$ cat src/rtl/pwm_multichannel_pkg.sv
// Shared definitions for the multichannel PWM: register map, CTRL bit
// positions, and the alignment-mode and count-direction encodings.
package pwm_multichannel_pkg;

  localparam logic [4:0] ADDR_CTRL      = 5'd0;
  localparam logic [4:0] ADDR_PERIOD    = 5'd1;
  localparam logic [4:0] ADDR_PRESC     = 5'd2;
  localparam logic [4:0] ADDR_DUTY_BASE = 5'd8;

  localparam int CTRL_ENABLE_BIT = 0;
  localparam int CTRL_MODE_BIT   = 1;

  typedef enum logic {
    MODE_EDGE   = 1'b0,
    MODE_CENTER = 1'b1
  } pwm_mode_e;

  typedef enum logic {
    DIR_UP   = 1'b0,
    DIR_DOWN = 1'b1
  } cnt_dir_e;

endpackage

$ cat src/rtl/pwm_multichannel_if.sv
// Register-write port from the MicroBlaze MCS IO bus into the PWM block.
interface pwm_multichannel_if;

  logic        wr_en;
  logic [4:0]  wr_addr;
  logic [31:0] wr_data;

  modport master (output wr_en, output wr_addr, output wr_data);
  modport slave  (input  wr_en, input  wr_addr, input  wr_data);

endinterface

$ cat src/rtl/pwm_multichannel_timebase.sv
// Prescaler plus edge (sawtooth) or center (triangle) counter; flags the tick
// on which a PWM period ends so the owner can reload its active registers.
module pwm_multichannel_timebase
  import pwm_multichannel_pkg::*;
#(
  parameter int CNT_W   = 12,
  parameter int PRESC_W = 16
) (
  input  logic               clk,
  input  logic               reset,
  input  logic               run,
  input  pwm_mode_e          mode,
  input  logic [CNT_W-1:0]   period,
  input  logic [PRESC_W-1:0] presc,
  output logic [CNT_W-1:0]   cnt,
  output logic               boundary
);

  logic [PRESC_W-1:0] presc_cnt_r;
  logic [CNT_W-1:0]   cnt_r;
  logic [CNT_W-1:0]   cnt_nxt_s;
  cnt_dir_e           dir_r;
  cnt_dir_e           dir_nxt_s;
  logic               tick_s;
  logic               wrap_s;

  // next counter value and period-end detection for the current alignment mode
  always_comb begin
    tick_s    = (presc_cnt_r >= presc);
    cnt_nxt_s = cnt_r;
    dir_nxt_s = dir_r;
    wrap_s    = 1'b0;
    if (period == '0) begin
      cnt_nxt_s = '0;
      dir_nxt_s = DIR_UP;
      wrap_s    = 1'b1;
    end else begin
      case (mode)
        MODE_EDGE: begin
          dir_nxt_s = DIR_UP;
          if (cnt_r >= period) begin
            cnt_nxt_s = '0;
            wrap_s    = 1'b1;
          end else begin
            cnt_nxt_s = cnt_r + CNT_W'(1);
          end
        end
        MODE_CENTER: begin
          if (dir_r == DIR_UP) begin
            if (cnt_r >= period) begin
              cnt_nxt_s = cnt_r - CNT_W'(1);
              dir_nxt_s = DIR_DOWN;
            end else begin
              cnt_nxt_s = cnt_r + CNT_W'(1);
            end
          end else begin
            // reaching zero on the way down closes the period
            if (cnt_r <= CNT_W'(1)) begin
              cnt_nxt_s = '0;
              dir_nxt_s = DIR_UP;
              wrap_s    = 1'b1;
            end else begin
              cnt_nxt_s = cnt_r - CNT_W'(1);
            end
          end
        end
        default: begin
          cnt_nxt_s = '0;
          dir_nxt_s = DIR_UP;
          wrap_s    = 1'b1;
        end
      endcase
    end
  end

  // prescaler and counter state, held cleared while stopped
  always_ff @(posedge clk) begin
    if (!reset) begin
      presc_cnt_r <= '0;
      cnt_r       <= '0;
      dir_r       <= DIR_UP;
    end else if (!run) begin
      presc_cnt_r <= '0;
      cnt_r       <= '0;
      dir_r       <= DIR_UP;
    end else if (tick_s) begin
      presc_cnt_r <= '0;
      cnt_r       <= cnt_nxt_s;
      dir_r       <= dir_nxt_s;
    end else begin
      presc_cnt_r <= presc_cnt_r + PRESC_W'(1);
    end
  end

  assign cnt      = cnt_r;
  assign boundary = run && tick_s && wrap_s;

endmodule

$ cat src/rtl/pwm_multichannel.sv
// NUM_CH-channel PWM with programmable period/prescaler, edge or center
// alignment, and shadowed configuration reloaded at period boundaries.
module pwm_multichannel
  import pwm_multichannel_pkg::*;
#(
  parameter int NUM_CH   = 4,
  parameter int CNT_W    = 12,
  parameter int PRESC_W  = 16,
  parameter bit POLARITY = 1'b1
) (
  input  logic                clk,
  input  logic                reset,
  pwm_multichannel_if.slave   bus,
  output logic [NUM_CH-1:0]   pwm_out,
  output logic                period_tick,
  output logic                running
);

  logic               enable_r;
  pwm_mode_e          mode_sh_r;
  logic [CNT_W-1:0]   period_sh_r;
  logic [PRESC_W-1:0] presc_sh_r;
  logic [CNT_W-1:0]   duty_sh_r [NUM_CH];

  pwm_mode_e          mode_act_r;
  logic [CNT_W-1:0]   period_act_r;
  logic [PRESC_W-1:0] presc_act_r;
  logic [CNT_W-1:0]   duty_act_r [NUM_CH];

  logic [NUM_CH-1:0]  pwm_out_r;
  logic               period_tick_r;

  logic               wr_ctrl_s;
  logic               wr_period_s;
  logic               wr_presc_s;
  logic [NUM_CH-1:0]  wr_duty_s;
  logic [NUM_CH-1:0]  active_s;
  logic [CNT_W-1:0]   cnt_s;
  logic               boundary_s;
  logic               unused_s;

  // upper write-data bits are don't-care for every register
  assign unused_s = ^bus.wr_data;

  // decode of the scalar registers
  always_comb begin
    wr_ctrl_s   = 1'b0;
    wr_period_s = 1'b0;
    wr_presc_s  = 1'b0;
    if (bus.wr_en) begin
      wr_ctrl_s   = (bus.wr_addr == ADDR_CTRL);
      wr_period_s = (bus.wr_addr == ADDR_PERIOD);
      wr_presc_s  = (bus.wr_addr == ADDR_PRESC);
    end else begin
      wr_ctrl_s   = 1'b0;
      wr_period_s = 1'b0;
      wr_presc_s  = 1'b0;
    end
  end

  genvar ch;
  generate
    for (ch = 0; ch < NUM_CH; ch++) begin : g_ch
      assign wr_duty_s[ch] = bus.wr_en && (bus.wr_addr == (ADDR_DUTY_BASE + 5'(ch)));
      assign active_s[ch]  = enable_r && (duty_act_r[ch] > cnt_s);
    end
  endgenerate

  // write port into the shadow registers; enable takes effect at once
  always_ff @(posedge clk) begin
    if (!reset) begin
      enable_r    <= 1'b0;
      mode_sh_r   <= MODE_EDGE;
      period_sh_r <= '0;
      presc_sh_r  <= '0;
      for (int i = 0; i < NUM_CH; i++) begin
        duty_sh_r[i] <= '0;
      end
    end else begin
      if (wr_ctrl_s) begin
        enable_r  <= bus.wr_data[CTRL_ENABLE_BIT];
        mode_sh_r <= pwm_mode_e'(bus.wr_data[CTRL_MODE_BIT]);
      end
      if (wr_period_s) begin
        period_sh_r <= bus.wr_data[CNT_W-1:0];
      end
      if (wr_presc_s) begin
        presc_sh_r <= bus.wr_data[PRESC_W-1:0];
      end
      for (int i = 0; i < NUM_CH; i++) begin
        if (wr_duty_s[i]) begin
          duty_sh_r[i] <= bus.wr_data[CNT_W-1:0];
        end
      end
    end
  end

  // active copies follow the shadows while stopped and reload on each boundary
  always_ff @(posedge clk) begin
    if (!reset) begin
      mode_act_r   <= MODE_EDGE;
      period_act_r <= '0;
      presc_act_r  <= '0;
      for (int i = 0; i < NUM_CH; i++) begin
        duty_act_r[i] <= '0;
      end
    end else if (!enable_r || boundary_s) begin
      mode_act_r   <= mode_sh_r;
      period_act_r <= period_sh_r;
      presc_act_r  <= presc_sh_r;
      for (int i = 0; i < NUM_CH; i++) begin
        duty_act_r[i] <= duty_sh_r[i];
      end
    end
  end

  pwm_multichannel_timebase #(
    .CNT_W   (CNT_W),
    .PRESC_W (PRESC_W)
  ) u_timebase (
    .clk      (clk),
    .reset    (reset),
    .run      (enable_r),
    .mode     (mode_act_r),
    .period   (period_act_r),
    .presc    (presc_act_r),
    .cnt      (cnt_s),
    .boundary (boundary_s)
  );

  // output stage: compare result and boundary flag, one clock after the counter
  always_ff @(posedge clk) begin
    if (!reset) begin
      pwm_out_r     <= {NUM_CH{~POLARITY}};
      period_tick_r <= 1'b0;
    end else begin
      pwm_out_r     <= active_s ^ {NUM_CH{~POLARITY}};
      period_tick_r <= boundary_s;
    end
  end

  assign pwm_out     = pwm_out_r;
  assign period_tick = period_tick_r;
  assign running     = enable_r;

endmodule

$ cat src/flat_wrapper.sv
// flat-port wrapper written by rule: the top's interface ports become plain ports
module pwm_multichannel_flat import pwm_multichannel_pkg::*;
#(
  parameter int NUM_CH   = 4,
  parameter int CNT_W    = 12,
  parameter int PRESC_W  = 16,
  parameter bit POLARITY = 1'b1
)
  (clk, reset, pwm_out, period_tick, running, bus_wr_en, bus_wr_addr, bus_wr_data);
  pwm_multichannel_if bus_i ();
  input  logic clk;
  input  logic reset;
  output logic [NUM_CH-1:0] pwm_out;
  output logic period_tick;
  output logic running;
  input wire logic [$bits(bus_i.wr_en)-1:0] bus_wr_en;
  input wire logic [$bits(bus_i.wr_addr)-1:0] bus_wr_addr;
  input wire logic [$bits(bus_i.wr_data)-1:0] bus_wr_data;
  assign bus_i.wr_en = bus_wr_en;
  assign bus_i.wr_addr = bus_wr_addr;
  assign bus_i.wr_data = bus_wr_data;
  pwm_multichannel #(.NUM_CH(NUM_CH), .CNT_W(CNT_W), .PRESC_W(PRESC_W), .POLARITY(POLARITY)) u_core (.clk(clk), .reset(reset), .bus(bus_i), .pwm_out(pwm_out), .period_tick(period_tick), .running(running));
endmodule
$ cat config.mk
export PLATFORM = sky130hd
export DESIGN_NAME = pwm_multichannel_flat
export DESIGN_NICKNAME = d
export VERILOG_FILES = /design/src/rtl/pwm_multichannel_pkg.sv /design/src/rtl/pwm_multichannel_if.sv /design/src/rtl/pwm_multichannel_timebase.sv /design/src/rtl/pwm_multichannel.sv /design/src/flat_wrapper.sv
export SDC_FILE = /design/constraint.sdc
export NUM_CORES = 1
export LEC_CHECK = 0
export CELL_PAD_IN_SITES_DETAIL_PLACEMENT = 2
export CELL_PAD_IN_SITES_GLOBAL_PLACEMENT = 2
export CORE_ASPECT_RATIO = 1.5
export CORE_MARGIN = 1.5
export CORE_UTILIZATION = 44
export DETAILED_ROUTE_END_ITERATION = 8
export PLACE_DENSITY_LB_ADDON = 0.08
export SETUP_SLACK_MARGIN = 0.5
export SLEW_MARGIN = 20
export SYNTH_ARGS = -nofsm -noshare
export SYNTH_HDL_FRONTEND = slang
export SYNTH_SLANG_ARGS = --single-unit
$ cat constraint.sdc
create_clock -name clk -period 7.3 [get_ports clk]
set_input_delay 1.46 -clock clk [delete_from_list [all_inputs] [get_ports clk]]
set_output_delay 1.46 -clock clk [all_outputs]
set_load 0.02 [all_outputs]
==> impl_metrics.py <==
metrics = {
    "critical_path": {
        "critical_path_class": "reg -> reg",
        "critPathArrivalTime_ns": 4.32,
        "crit_required_ns": 7.65,
        "crit_fanout": 52,
        "crit_path_end_kind": "flip-flop",
        "startpoint_type": "flip-flop",
    },
    "timing": {
        "fin_crit_ns": 3.98,
        "tns_ns": 0,
        "tightestPinTransition_ns": 1.07,
        "finalSetupViolCount": 0,
        "hold_ws_ns": 0.469,
        "slew_violations": 0,
        "rsz0062_at_grt": "false",
        "relSlewSlack": 0.283,
        "max_freq_mhz": 251,
        "post-route-period-util": 0.545,
        "finalHoldViolCount": 0,
        "clock_skew_ns": 0.0126,
    },
    "placement": {
        "portBuffers": 29,
        "gp_congestion": 0.770,
        "hpwlAfterDp_mm": 19.3,
    },
    "clock_network": {
        "cts_tree": "done",
        "cts_buffers": 17,
        "clockBufferDepth": 2,
        "hold_buffers": 0,
        "cts-root-buf": "clkbuf_16",
        "htree_levels": 4,
        "clkLatencyLatePin_ns": 0.45,
        "post_cts_buffers": 0,
        "cts_resized": 0,
        "cts.sinks": 189,
        "path_clk_slew_ns": 0.07,
    },
    "synthesis": {
        "ys_types": 58,
        "synth_edf_count": 96,
        "yosysWarnings": 0,
        "synth_cells": 844,
        "yosysMostFrequentCell": "and2_1",
        "synth_top_area_cell": "edfxtp_1",
        "yosys-top-cells-area": "edfxtp_1 31%, dfxtp_1 20%, ha_1 11%",
        "yosysSeqAreaShare": 0.514,
        "async_flop_share": 0,
        "synth_top_area_frac": 0.312,
        "netlist_area_um2": 9230,
        "avgSynthCellArea_um2": 10.9,
        "ys_ff_latch": 189,
        "synth_ff_type": "edfxtp_1",
        "syn_nets": 964,
        "synthTopCellsByCount": "97 x and2_1, 96 x edfxtp_1, 93 x dfxtp_1",
    },
    "status": {
        "status": "complete, no violations",
    },
    "power_and_ir_drop": {
        "p_int_mw": 1.64,
        "p_sw_uw": 542,
        "p_clk_frac": 0.412,
        "p_total_mw": 2.19,
        "swShare": 0.248,
        "seqPwrFrac": 0.529,
        "comb_power_share": 0.059,
        "leakage_nw": 4.07,
        "peakVddDrop_mv": 0.160,
        "p_per_area_nw_per_um2": 212,
    },
    "die": {
        "initial_core_util": 0.450,
        "rows": 64,
        "num_io_pins": 46,
        "die_area_um2": 21900,
        "chipHeight_um": 180,
        "coreArea_um2": 20500,
        "die_w_um": 121,
    },
    "route": {
        "routed_wl_mm": 27.4,
        "num_vias": 6550,
        "final_antenna_net_count": 0,
        "remaining_drc_errors": 0,
        "wl_per_cell_um": 24.0,
        "drtIter0Drc": 325,
        "dr.pass1.iters": 5,
        "via_per_inst": 5.73,
    },
    "layout": {
        "area_growth_pct": 11.7,
        "n_antenna_cell": 0,
        "final_net_count": 986,
        "layout-drive-gt1-share": 0.0592,
    },
    "hold_path": {
        "min_path_type": "reg -> reg",
    },
    "grt": {
        "grt_max_degree": 70,
        "grt_pass1_wl_mm": 42.9,
        "grt_usage": 0.264,
        "first_global_vias": 7574,
        "grt-ovfl-total": 0,
        "antenna_found_initial": 0,
    },
    "job": {
        "drv_cap": 0,
    },
}
[worst paths after layout]
kind | from | end | slack (ns) | depth (start not counted)
worst min-delay path | u_core.presc_sh_r[7] | u_core.presc_act_r[7] | 0.47 | 1
worst max-delay path | u_core.u_timebase.cnt[0] | u_core.u_timebase.cnt[10] | 3.32 | 9
worst max register to register | u_core.u_timebase.cnt[0] | u_core.u_timebase.cnt[10] | 3.32 | 9
worst min register to register | u_core.presc_sh_r[7] | u_core.presc_act_r[7] | 0.47 | 1
[routing by layer]
metal / global-route usage / wire, um / vias to the layer above
met3: 0.0415 / 759 / 72
met1: 0.287 / 10500 / 3271
met4: 0.139 / 1290 / 0
met5: 0 / 0 / -
met2: 0.484 / 14900 / 135
li1: - / - / 3072
[power groups by stage]
| stage | combinational (mW) | clock, mW | sequential (mW) |
|---|---|---|---|
| global placement | 0.114 | 0 | 1.18 |
| finish | 0.129 | 0.901 | 1.16 |
| detailed placement | 0.127 | 0 | 1.18 |
| global route | 0.140 | 0.953 | 1.16 |
| floorplan | 0.0727 | 0 | 1.17 |
| CTS | 0.130 | 0.918 | 1.16 |
[flip-flops by register name, summed over array words and instances (netlist names)]
register,flops
u_core.duty_sh_r,48
u_core.period_sh_r,12
u_core.mode_act_r,1
u_core.pwm_out,4
u_core.presc_act_r,16
u_core.duty_act_r,48
u_core.presc_sh_r,16
u_core.mode_sh_r,1
u_core.running,1
u_core.u_timebase.dir_r,1
u_core.u_timebase.cnt,12
u_core.u_timebase.presc_cnt_r,16
u_core.period_act_r,12
u_core.period_tick,1
[metrics by stage]
stage / utilization / std cells / area (um2) / setup slack [ns]
after floorplan: - / 844 / 9230 / 3.76
after global placement: 0.476 / 1111 / 9750 / 3.25
after detailed placement: 0.476 / 1111 / 9750 / 3.00
after CTS: 0.503 / 1143 / 10300 / 3.50
after global routing: 0.503 / 1143 / 10300 / 3.05
final: 0.503 / 1143 / 10300 / 3.32
[area by class of cell]
type,count,area (um2)
clock buffer,17,425
clock inverter,15,130
fill,2091,10200
inverter,47,178
multi-input combinational,575,4160
sequential,189,4740
tap,264,330
timing repair buffer,36,343
[cell usage in the layout, fill, tap and decap left out, types with 29 or more instances in the layout]
cell type        synthesis  final
inv_1                   47     46
a22o_1                  30     30
clkdlybuf4s50_1          0     29
nor2b_1                 36     36
edfxtp_1                96     96
mux2i_1                 29     29
dfxtp_1                 93     93
nand2_1                 32     32
nor2_1                  48     48
and2_1                  97     97
ha_1                    80     80
[critical path: stages, from the launching register on]
cell      delay [ns]
dfxtp_1         0.80
inv_1           0.23
ha_1            0.35
nor2_1          0.09
a21oi_1         0.08
o31ai_1         0.62
o211ai_2        0.23
a21oi_2         0.24
clkinv_2        0.74
nor4_1          0.48
[kinds of logic after synthesis]
| group | share of synthesized area |
|---|---|
| flip-flops | 0.514 |
| XOR/XNOR | 0.0161 |
| AO/OA/AOI/OAI | 0.108 |
| buffers and inverters | 0.0366 |
| adder cells (fa/ha/maj) | 0.108 |
| multiplexers | 0.0314 |
| AND/OR/NAND/NOR | 0.186 |
(Power assumes the default switching activity.)
